## src/rtl/mem_access_pkg.sv

```systemverilog
// Shared definitions for the memory-access stage: ALUOP codes, exception bit
// positions and the access FSM state encoding.
package mem_access_pkg;

  localparam logic [7:0] ALUOP_LB  = 8'b1110_0000;
  localparam logic [7:0] ALUOP_LH  = 8'b1110_0001;
  localparam logic [7:0] ALUOP_LW  = 8'b1110_0011;
  localparam logic [7:0] ALUOP_LBU = 8'b1110_0100;
  localparam logic [7:0] ALUOP_LHU = 8'b1110_0101;
  localparam logic [7:0] ALUOP_SB  = 8'b1110_1000;
  localparam logic [7:0] ALUOP_SH  = 8'b1110_1001;
  localparam logic [7:0] ALUOP_SW  = 8'b1110_1011;

  localparam int unsigned EXC_ADEL_BIT = 28;
  localparam int unsigned EXC_ADES_BIT = 27;

  typedef enum logic [1:0] {
    ST_IDLE  = 2'd0,
    ST_ADDR  = 2'd1,
    ST_DATA  = 2'd2,
    ST_DRAIN = 2'd3
  } mem_state_t;

  function automatic logic is_load_op(input logic [7:0] op);
    return (op == ALUOP_LB) || (op == ALUOP_LBU) || (op == ALUOP_LH) ||
           (op == ALUOP_LHU) || (op == ALUOP_LW);
  endfunction

  function automatic logic is_store_op(input logic [7:0] op);
    return (op == ALUOP_SB) || (op == ALUOP_SH) || (op == ALUOP_SW);
  endfunction

endpackage

```

## src/rtl/mem_access_if.sv

```systemverilog
// SRAM-like data request channel between the memory stage (master) and the
// data memory / bus bridge (slave).
interface mem_access_if;
  logic        data_req_o;
  logic        data_wr_o;
  logic [1:0]  data_size_o;
  logic [3:0]  data_wstrb_o;
  logic [31:0] data_addr_o;
  logic [31:0] data_wdata_o;
  logic        data_addr_ok_i;
  logic        data_data_ok_i;
  logic [31:0] data_rdata_i;

  modport master (
    output data_req_o, data_wr_o, data_size_o, data_wstrb_o, data_addr_o, data_wdata_o,
    input  data_addr_ok_i, data_data_ok_i, data_rdata_i
  );

  modport slave (
    input  data_req_o, data_wr_o, data_size_o, data_wstrb_o, data_addr_o, data_wdata_o,
    output data_addr_ok_i, data_data_ok_i, data_rdata_i
  );
endinterface

```

## src/rtl/mem_load_align.sv

```systemverilog
// Load data extraction: picks the addressed byte/half from the read word and
// sign- or zero-extends it according to the load opcode.
module mem_load_align
  import mem_access_pkg::*;
(
  input  logic [7:0]  aluop_i,
  input  logic [1:0]  addr_i,
  input  logic [31:0] rdata_i,
  output logic [31:0] load_data_o
);

  logic [7:0]  byte_sel;
  logic [15:0] half_sel;

  always_comb begin
    case (addr_i)
      2'd0:    byte_sel = rdata_i[7:0];
      2'd1:    byte_sel = rdata_i[15:8];
      2'd2:    byte_sel = rdata_i[23:16];
      default: byte_sel = rdata_i[31:24];
    endcase
    half_sel = addr_i[1] ? rdata_i[31:16] : rdata_i[15:0];

    case (aluop_i)
      ALUOP_LB:  load_data_o = {{24{byte_sel[7]}}, byte_sel};
      ALUOP_LBU: load_data_o = {24'd0, byte_sel};
      ALUOP_LH:  load_data_o = {{16{half_sel[15]}}, half_sel};
      ALUOP_LHU: load_data_o = {16'd0, half_sel};
      default:   load_data_o = rdata_i;
    endcase
  end

endmodule

```

## src/rtl/mem_access.sv

```systemverilog
// Memory-access pipeline stage: issues loads/stores on the SRAM-like channel,
// detects address errors, aligns load data and stalls the front end meanwhile.
module mem_access
  import mem_access_pkg::*;
(
  input  logic        clk,
  input  logic        rst,
  input  logic        valid_i,
  input  logic        flush_i,
  input  logic [31:0] pc_i,
  input  logic [7:0]  aluop_i,
  input  logic [31:0] alu_data_i,
  input  logic [31:0] ram_write_data_i,
  input  logic        regfile_write_enable_i,
  input  logic [4:0]  regfile_write_addr_i,
  input  logic        mem_to_reg_i,
  input  logic [31:0] exception_type_i,
  mem_access_if.master bus,
  output logic        regfile_write_enable_o,
  output logic [4:0]  regfile_write_addr_o,
  output logic [31:0] regfile_write_data_o,
  output logic [31:0] exception_type_o,
  output logic [31:0] bad_vaddr_o,
  output logic [31:0] pc_o,
  output logic        mem_stall_request_o
);

  mem_state_t state, state_next;

  logic        is_load, is_store, misalign, adel, ades, mem_op, load_done, req;
  logic [31:0] exc_vec, load_data;
  logic        unused_mem_to_reg;

  // Load selection is implied by the opcode, so this control is not needed here.
  assign unused_mem_to_reg = mem_to_reg_i;

  assign is_load  = is_load_op(aluop_i);
  assign is_store = is_store_op(aluop_i);

  always_comb begin
    misalign = 1'b0;
    if (aluop_i == ALUOP_LH || aluop_i == ALUOP_LHU || aluop_i == ALUOP_SH)
      misalign = alu_data_i[0];
    else if (aluop_i == ALUOP_LW || aluop_i == ALUOP_SW)
      misalign = |alu_data_i[1:0];
  end

  assign adel = valid_i & is_load & misalign;
  assign ades = valid_i & is_store & misalign;

  always_comb begin
    exc_vec = exception_type_i;
    exc_vec[EXC_ADEL_BIT] = exception_type_i[EXC_ADEL_BIT] | adel;
    exc_vec[EXC_ADES_BIT] = exception_type_i[EXC_ADES_BIT] | ades;
  end

  assign mem_op = valid_i & (is_load | is_store) & (exception_type_i == '0) &
                  ~misalign & ~flush_i;

  assign load_done = (state == ST_DATA) & bus.data_data_ok_i;

  always_ff @(posedge clk) begin
    if (rst) state <= ST_IDLE;
    else     state <= state_next;
  end

  // data_ok is only looked at in DATA/DRAIN, so it can never complete an
  // access in the cycle its address is accepted.
  always_comb begin
    state_next = state;
    req        = 1'b0;
    case (state)
      ST_IDLE: begin
        if (mem_op) begin
          req        = 1'b1;
          state_next = bus.data_addr_ok_i ? ST_DATA : ST_ADDR;
        end
      end
      ST_ADDR: begin
        if (flush_i) begin
          state_next = ST_IDLE;
        end else begin
          req = 1'b1;
          if (bus.data_addr_ok_i) state_next = ST_DATA;
        end
      end
      ST_DATA: begin
        if (bus.data_data_ok_i) state_next = ST_IDLE;
        else if (flush_i)       state_next = ST_DRAIN;
      end
      ST_DRAIN: begin
        if (bus.data_data_ok_i) state_next = ST_IDLE;
      end
      default: state_next = ST_IDLE;
    endcase
  end

  mem_load_align u_load_align (
    .aluop_i     (aluop_i),
    .addr_i      (alu_data_i[1:0]),
    .rdata_i     (bus.data_rdata_i),
    .load_data_o (load_data)
  );

  always_comb begin
    bus.data_req_o   = req;
    bus.data_wr_o    = is_store;
    bus.data_addr_o  = alu_data_i;
    bus.data_size_o  = 2'd2;
    bus.data_wstrb_o = '0;
    bus.data_wdata_o = ram_write_data_i;
    case (aluop_i)
      ALUOP_LB, ALUOP_LBU: bus.data_size_o = 2'd0;
      ALUOP_LH, ALUOP_LHU: bus.data_size_o = 2'd1;
      ALUOP_SB: begin
        bus.data_size_o  = 2'd0;
        bus.data_wstrb_o = 4'b0001 << alu_data_i[1:0];
        bus.data_wdata_o = {4{ram_write_data_i[7:0]}};
      end
      ALUOP_SH: begin
        bus.data_size_o  = 2'd1;
        bus.data_wstrb_o = alu_data_i[1] ? 4'b1100 : 4'b0011;
        bus.data_wdata_o = {2{ram_write_data_i[15:0]}};
      end
      ALUOP_SW: bus.data_wstrb_o = 4'b1111;
      default: ;
    endcase

    regfile_write_enable_o = regfile_write_enable_i & valid_i & ~flush_i &
                             (exc_vec == '0) & ~(is_load & ~load_done);
    regfile_write_addr_o   = regfile_write_addr_i;
    regfile_write_data_o   = (is_load & load_done) ? load_data : alu_data_i;
    exception_type_o       = exc_vec;
    bad_vaddr_o            = (adel | ades) ? alu_data_i : '0;
    pc_o                   = pc_i;
    mem_stall_request_o    = (mem_op & ~load_done) | (state == ST_DRAIN);

    if (rst) begin
      bus.data_req_o         = 1'b0;
      bus.data_wr_o          = 1'b0;
      bus.data_addr_o        = '0;
      bus.data_size_o        = '0;
      bus.data_wstrb_o       = '0;
      bus.data_wdata_o       = '0;
      regfile_write_enable_o = 1'b0;
      regfile_write_addr_o   = '0;
      regfile_write_data_o   = '0;
      exception_type_o       = '0;
      bad_vaddr_o            = '0;
      pc_o                   = '0;
      mem_stall_request_o    = 1'b0;
    end
  end

endmodule

```

## src/flat_wrapper.sv

```systemverilog
// flat-port wrapper written by rule: the top's interface ports become plain ports
module mem_access_flat import mem_access_pkg::*;
  (clk, rst, valid_i, flush_i, pc_i, aluop_i, alu_data_i, ram_write_data_i, regfile_write_enable_i, regfile_write_addr_i, mem_to_reg_i, exception_type_i, regfile_write_enable_o, regfile_write_addr_o, regfile_write_data_o, exception_type_o, bad_vaddr_o, pc_o, mem_stall_request_o, bus_data_req_o, bus_data_wr_o, bus_data_size_o, bus_data_wstrb_o, bus_data_addr_o, bus_data_wdata_o, bus_data_addr_ok_i, bus_data_data_ok_i, bus_data_rdata_i);
  mem_access_if bus_i ();
  input  logic clk;
  input  logic rst;
  input  logic valid_i;
  input  logic flush_i;
  input  logic [31:0] pc_i;
  input  logic [7:0] aluop_i;
  input  logic [31:0] alu_data_i;
  input  logic [31:0] ram_write_data_i;
  input  logic regfile_write_enable_i;
  input  logic [4:0] regfile_write_addr_i;
  input  logic mem_to_reg_i;
  input  logic [31:0] exception_type_i;
  output logic regfile_write_enable_o;
  output logic [4:0] regfile_write_addr_o;
  output logic [31:0] regfile_write_data_o;
  output logic [31:0] exception_type_o;
  output logic [31:0] bad_vaddr_o;
  output logic [31:0] pc_o;
  output logic mem_stall_request_o;
  output wire logic [$bits(bus_i.data_req_o)-1:0] bus_data_req_o;
  output wire logic [$bits(bus_i.data_wr_o)-1:0] bus_data_wr_o;
  output wire logic [$bits(bus_i.data_size_o)-1:0] bus_data_size_o;
  output wire logic [$bits(bus_i.data_wstrb_o)-1:0] bus_data_wstrb_o;
  output wire logic [$bits(bus_i.data_addr_o)-1:0] bus_data_addr_o;
  output wire logic [$bits(bus_i.data_wdata_o)-1:0] bus_data_wdata_o;
  input wire logic [$bits(bus_i.data_addr_ok_i)-1:0] bus_data_addr_ok_i;
  input wire logic [$bits(bus_i.data_data_ok_i)-1:0] bus_data_data_ok_i;
  input wire logic [$bits(bus_i.data_rdata_i)-1:0] bus_data_rdata_i;
  assign bus_data_req_o = bus_i.data_req_o;
  assign bus_data_wr_o = bus_i.data_wr_o;
  assign bus_data_size_o = bus_i.data_size_o;
  assign bus_data_wstrb_o = bus_i.data_wstrb_o;
  assign bus_data_addr_o = bus_i.data_addr_o;
  assign bus_data_wdata_o = bus_i.data_wdata_o;
  assign bus_i.data_addr_ok_i = bus_data_addr_ok_i;
  assign bus_i.data_data_ok_i = bus_data_data_ok_i;
  assign bus_i.data_rdata_i = bus_data_rdata_i;
  mem_access u_core (.clk(clk), .rst(rst), .valid_i(valid_i), .flush_i(flush_i), .pc_i(pc_i), .aluop_i(aluop_i), .alu_data_i(alu_data_i), .ram_write_data_i(ram_write_data_i), .regfile_write_enable_i(regfile_write_enable_i), .regfile_write_addr_i(regfile_write_addr_i), .mem_to_reg_i(mem_to_reg_i), .exception_type_i(exception_type_i), .bus(bus_i), .regfile_write_enable_o(regfile_write_enable_o), .regfile_write_addr_o(regfile_write_addr_o), .regfile_write_data_o(regfile_write_data_o), .exception_type_o(exception_type_o), .bad_vaddr_o(bad_vaddr_o), .pc_o(pc_o), .mem_stall_request_o(mem_stall_request_o));
endmodule
```

## config.mk

```make
export PLATFORM = sky130hd
export DESIGN_NAME = mem_access_flat
export DESIGN_NICKNAME = d
export VERILOG_FILES = /design/src/rtl/mem_access_pkg.sv /design/src/rtl/mem_access_if.sv /design/src/rtl/mem_load_align.sv /design/src/rtl/mem_access.sv /design/src/flat_wrapper.sv
export SDC_FILE = /design/constraint.sdc
export NUM_CORES = 1
export LEC_CHECK = 0
export CAP_MARGIN = 20
export CORE_AREA = 3 3 148 150
export DETAILED_ROUTE_END_ITERATION = 8
export DIE_AREA = 0 0 151 153
export GPL_ROUTABILITY_DRIVEN = 0
export GPL_TIMING_DRIVEN = 0
export PLACE_DENSITY = 0.6
export SYNTH_ARGS = -nofsm -noshare
export SYNTH_HDL_FRONTEND = slang
export SYNTH_SLANG_ARGS = --single-unit
```

## constraint.sdc

```tcl
create_clock -name clk -period 2.2 [get_ports clk]
set_clock_uncertainty 0.1 [all_clocks]
set_input_delay 0.22 -clock clk [delete_from_list [all_inputs] [get_ports clk]]
set_output_delay 0.22 -clock clk [all_outputs]
set_load 0.02 [all_outputs]
```

---- Yosys cells after proc, flatten, opt, wreduce, memory -nomap -nowiden ----
Cells that the tools add are included.
operators by class
  equality and inequality tests ........... 17
  shifts and indexed selects .............. 1
  muxes and demuxes ....................... 35
  bitwise logic cells ..................... 25
  reduce and logical (&&, ||, !) cells .... 17
operator list
  kind                  count
  $mux W32              8
  $pmux W32 S4          1
  $eq A8 B8 Y1 const B  8
  $logic_not A32 Y1     2
  $pmux W32 S2          1
  $pmux W8 S3           1
  $and A1 B1 Y1         16
  $mux W16              1
  $mux W2               8
  $pmux W4 S3           1
  $logic_or A1 B1 Y1    9
  $mux W1               8
  $mux W4               2
  $pmux W2 S4           1
  $eq A2 B2 Y1 const B  3
  $ne A3 B3 Y1 const B  2
  $reduce_or A3 Y1      2
  $mux W5               1
  $or A1 B1 Y1          5
  $eq A2 B1 Y1 const B  2
  $logic_not A2 Y1      2
  $not A1 Y1            4
  $pmux W2 S2           1
  $reduce_and A4 Y1     1
  other kinds (5)       5
storage, ports and cells
  bits in registers ....................... 2
  bits of input ports ..................... 181
  output and inout bits ................... 207
  logic and storage cells ................. 96

---- Logic depth before layout (Yosys ltp) ----
  depth in word-level cells ............... 13
  mapped depth ............................ 7

---- Hierarchy ----
From an unflattened synthesis, not the netlist that was laid out.
second synthesis, totals
  cell total of the unflattened synthesis .. 518
  area total of the unflattened synthesis .. 3497.1 um^2
modules (own cells, without submodules)
  module          instances  cells an instance  area an instance (um^2)  sequential area each (um^2)
  mem_access      1          397                2377.3                   40.0
  mem_load_align  1          121                1119.8                   0.0

---- Worst setup path before layout ----
OpenSTA, ideal clock, no wires.
  path type ............................... input -> output
  from .................................... input port aluop_i[4]
  to ...................................... output port bus_data_size_o[0]
  data arrival time ....................... 1.937 ns
  data required time ...................... 1.880 ns
  slack ................................... -0.057 ns
  stages on the path ...................... 4
  buffers on the path ..................... 2
  cells stage by stage .................... nand4b_4 > buf_2 > clkbuf_1 > a2111oi_0
on the way
  word-level cells in the longest chain between the ends .. 4
  elaborated cells on any way between the ends .. 10
  classes of those cells .................. eq/ne: 6; mux: 2; reduce/logical: 2
RTL lines
  item                        line                source
  start, declared             flat_wrapper.sv:10  input logic [7:0] aluop_i;
  $eq A8 B8 Y1                mem_access.sv:112   case (aluop_i)
  $reduce_or A3 Y1 (no line)  n/a
  $pmux W2 S2 (*)             mem_access.sv:112
  $mux W2 (*)                 mem_access.sv:138   if (rst) begin
  end, declared               flat_wrapper.sv:26  output wire logic [$bits(bus_i.data_size_o)-1:0] bus_data_size_o;
Mark *: on every way between the ends. The rest lies on a longest branch, timed or not.

---- Worst setup path in the final report ----
  from .................................... register u_core.state[0]
  to ...................................... output port regfile_write_data_o[13]
on the way
  word-level cells in the longest chain between the ends .. 5
RTL lines
  item                    line                source
  start, declared         mem_access.sv:28    mem_state_t state, state_next;
  start signal, assigned  mem_access.sv:64    else state <= state_next;
  $eq A2 B2 Y1            mem_access.sv:60    assign load_done = (state == ST_DATA) & bus.data_data_ok_i;
  $and A1 B1 Y1           mem_access.sv:60
  $and A1 B1 Y1           mem_access.sv:132   regfile_write_data_o = (is_load & load_done) ? load_data : alu_data_i;
  $mux W32                mem_access.sv:132
  $mux W32                mem_access.sv:138
  end, declared           flat_wrapper.sv:19  output logic [31:0] regfile_write_data_o;
No other way between the ends.

==> results.sh <==
export IMPL_drc=0
export IMPL_grt_pass1_vias=5518
export IMPL_largest_reg_flops=2
export IMPL_placedCellCount=1130
export IMPL_reg2regPathDepth=5
export IMPL_crit_arrival_ns=2.01
export IMPL_synth_top_flop_cell="dfxtp_1"
export IMPL_coreArea_um2=20800
export IMPL_drt_iter0_drc=149
export IMPL_worst_path_stages=6
export IMPL_path_max_fanout=4
export IMPL_slew_viol_final=0
export IMPL_setup_slack_ns=-0.132
export IMPL_fin_cells=1164
export IMPL_antennaDiodeCount=0
export IMPL_required_ns=1.88
export IMPL_regMostFlops="u_core.state"
export IMPL_grt_max_degree=11
export IMPL_cts_hold_buf=0
export IMPL_hp_class="in -> reg"
export IMPL_cap_violations=0
export IMPL_syn_avg_cell_area_um2=6.51
export IMPL_die_area_um2=23100
export IMPL_root_buffer="clkbuf_16"
export IMPL_tightest_slew_ns=0.609
export IMPL_fin_crit_sh_pct=106
export IMPL_rows=53
export IMPL_clkSlewWorstSetupHoldPaths_ns=0.03
export IMPL_synth_edf_count=0
export IMPL_clock_sinks=2
export IMPL_rsz0062_at_grt="yes"
export IMPL_path_delay_family="compound AO/OA/AOI/OAI gates"
export IMPL_hold_depth=4
export IMPL_p_leak_nw=3.74
export IMPL_dr_pass1_iters=5
export IMPL_h_tree_depth=1
export IMPL_power_frac_clock_pct=16.7
export IMPL_synth_nets=652
export IMPL_antenna_found_initial=1
export IMPL_seqPwrFrac_pct=2.1
export IMPL_routed_wl_um=24600
export IMPL_io_pins=388
export IMPL_portBuffers=384
export IMPL_place_ws_ns=-1.54
export IMPL_path_buf_inv=2
export IMPL_clk_latency_ns=0.22
export IMPL_violations="negative setup slack"
export IMPL_worstSetupStartpointType="flop"
export IMPL_crit_type="reg -> out"
export IMPL_status="finished, violations left"
export IMPL_antenna_left=0
export IMPL_clock_fmax_mhz=429
export IMPL_crit_chain="nand3b_1 > a2111o_2 > a21oi_4 > buf_6 > a311oi_2 > buf_4"
export IMPL_power_switching_w=0.000734
export IMPL_synthTopCellsByArea="nor2b_1 (23%), nor2_1 (7.8%), and2_1 (6.3%)"
export IMPL_peakVddDrop_v=0.000148
export IMPL_p_sw_share_pct=43.9
export IMPL_hold_viol_final=0
export IMPL_cts_tree="built"
export IMPL_synth_top_cell_area_share_pct=22.7
export IMPL_grt_pass1_wl_um=35100
export IMPL_die_h_um=153
export IMPL_floorplan_initialDensity_pct=14.7
export IMPL_synth_cells=471
export IMPL_fill_cells=2203
export IMPL_period_minus_slack_ns=2.33
export IMPL_slowest_stage="a2111o_2"
export IMPL_total_power_w=0.00167
export IMPL_postPlaceCellArea_um2=7250
export IMPL_clockBufferDepth=2
export IMPL_cp_end_kind="output pin"
export IMPL_netlist_area_um2=3060
export IMPL_whs_ns=0.458
export IMPL_pwr_density_cell_nw_per_um2=207
export IMPL_async_flop_share_pct=0
export IMPL_layout_drive_gt1_share_pct=31.3
export IMPL_grtUsageTotal_pct=20.0
export IMPL_layout_commonest_cell="clkdlybuf4s50_1"
export IMPL_intPower_w=0.000936
export IMPL_via_count=5246
export IMPL_layout_common_cells="clkdlybuf4s50_1 (160), nor2b_1 (111), dlygate4sd2_1 (94)"
export IMPL_fin_area_um2=8070
export IMPL_synth_area_leader_cell="nor2b_1"
export IMPL_ys_seq_area_share_pct=1.31
export IMPL_setup_viol=23
export IMPL_grt_ovfl_total=0
export IMPL_slew_headroom_pct=59.4
export IMPL_wl_per_cell_um=21.1
export IMPL_syn2layout_area_growth_pct=163
export IMPL_routed_via_density=4.51
export IMPL_combPwrFrac_pct=81.2
export IMPL_slowest_delay_ns=0.52
export IMPL_ys_seq_elements=2
export IMPL_fp_dieW_um=151
export IMPL_top_regs="u_core.state: 2 flops"
export IMPL_yosysWarnings=0
export IMPL_synth_cell_types=52
export IMPL_place_hpwl_um=20100
export IMPL_nets=1072
export IMPL_cts_buffers=3
==> through the flow <==
| stage | TNS [ns] | utilization (%) |
|---|---|---|
| detailed placement | -246.47 | 34.8 |
| CTS | -3.58 | 38.0 |
| global route | -3.51 | 38.8 |
| global placement | -249.68 | 34.8 |
| floorplan | 0 | - |
| finish | -1.14 | 38.8 |
==> cells by family after synthesis <==
kind of cell | after synthesis | share of synthesized area (%)
DFF | 2 | 1.31
and+or+nand+nor | 301 | 54.3
muxes | 26 | 11.8
AOI/OAI and AO/OA | 88 | 24.5
buffers and inverters | 54 | 8.17
==> tightest hold or removal path, delay by kind of cell <==
family	cells	cell delay [ns]
compound gates	1	0.08
buf+inv	1	0.19
simple gates	2	0.23
==> layer usage <==
layer	part of all wire, %	GRT usage [%]	vias up
met5	0.049	0	-
met4	2.2	3.76	2
met3	9.4	5.25	32
met2	52	37.5	273
met1	37	22.5	2423
li1	-	-	2516
==> Yosys cell counts, types with 2 or more instances <==
cell type,number
o22ai_1,10
nand2b_1,4
nor2b_1,111
buf_6,4
nor2_1,64
buf_4,2
o22a_1,9
nand3_1,3
and2_1,31
a41o_1,2
nor4_1,11
or3_1,2
clkbuf_1,32
mux2i_1,17
a211oi_2,10
a311oi_1,8
o31ai_1,9
o21ai_0,6
a21oi_1,3
a211oi_1,15
inv_1,8
nor3_1,9
nand2b_4,2
buf_2,8
mux4_2,8
dfxtp_1,2
o32ai_1,5
nand2_1,51
nand3b_1,2
==> worst paths after layout <==
check / start / endpoint / slack (ns)
max reg2reg: u_core.state[0]$_SDFFE_PP0P_ / u_core.state[1]$_SDFFE_PP0P_ / 0.79
min reg2reg: u_core.state[1]$_SDFFE_PP0P_ / u_core.state[0]$_SDFFE_PP0P_ / 0.57
max: u_core.state[0]$_SDFFE_PP0P_ / regfile_write_data_o[13] / -0.13
min: valid_i / u_core.state[1]$_SDFFE_PP0P_ / 0.46
==> final cells by class <==
| class | instances | area, µm² | area share, % |
|---|---|---|---|
| plain buffers | 41 | 412 | 5.10 |
| clock buffers | 3 | 75.1 | 0.930 |
| flip-flops and latches | 2 | 45.0 | 0.558 |
| multi-input cells | 415 | 3250 | 40.3 |
| inverters | 8 | 30.0 | 0.372 |
| repair buffers | 420 | 3920 | 48.5 |
| well taps | 275 | 344 | 4.26 |
==> repair_timing <==
item	4_1_cts	5_1_grt
endpoints found under the setup margin	209	118
pin swaps	44	28
gates cloned	3	0
setup buffers	29	5
gates resized for setup	704	101
==> power by group through the flow <==
stage	Combinational (W)	Sequential, W	Clock (W)
floorplan	0.000544	0.0000370	0
global placement	0.00135	0.0000370	0
detailed placement	0.00135	0.0000370	0
CTS	0.00134	0.0000353	0.000286
global route	0.00144	0.0000353	0.000290
finish	0.00136	0.0000353	0.000279
Power figures use the tool's default switching activity.
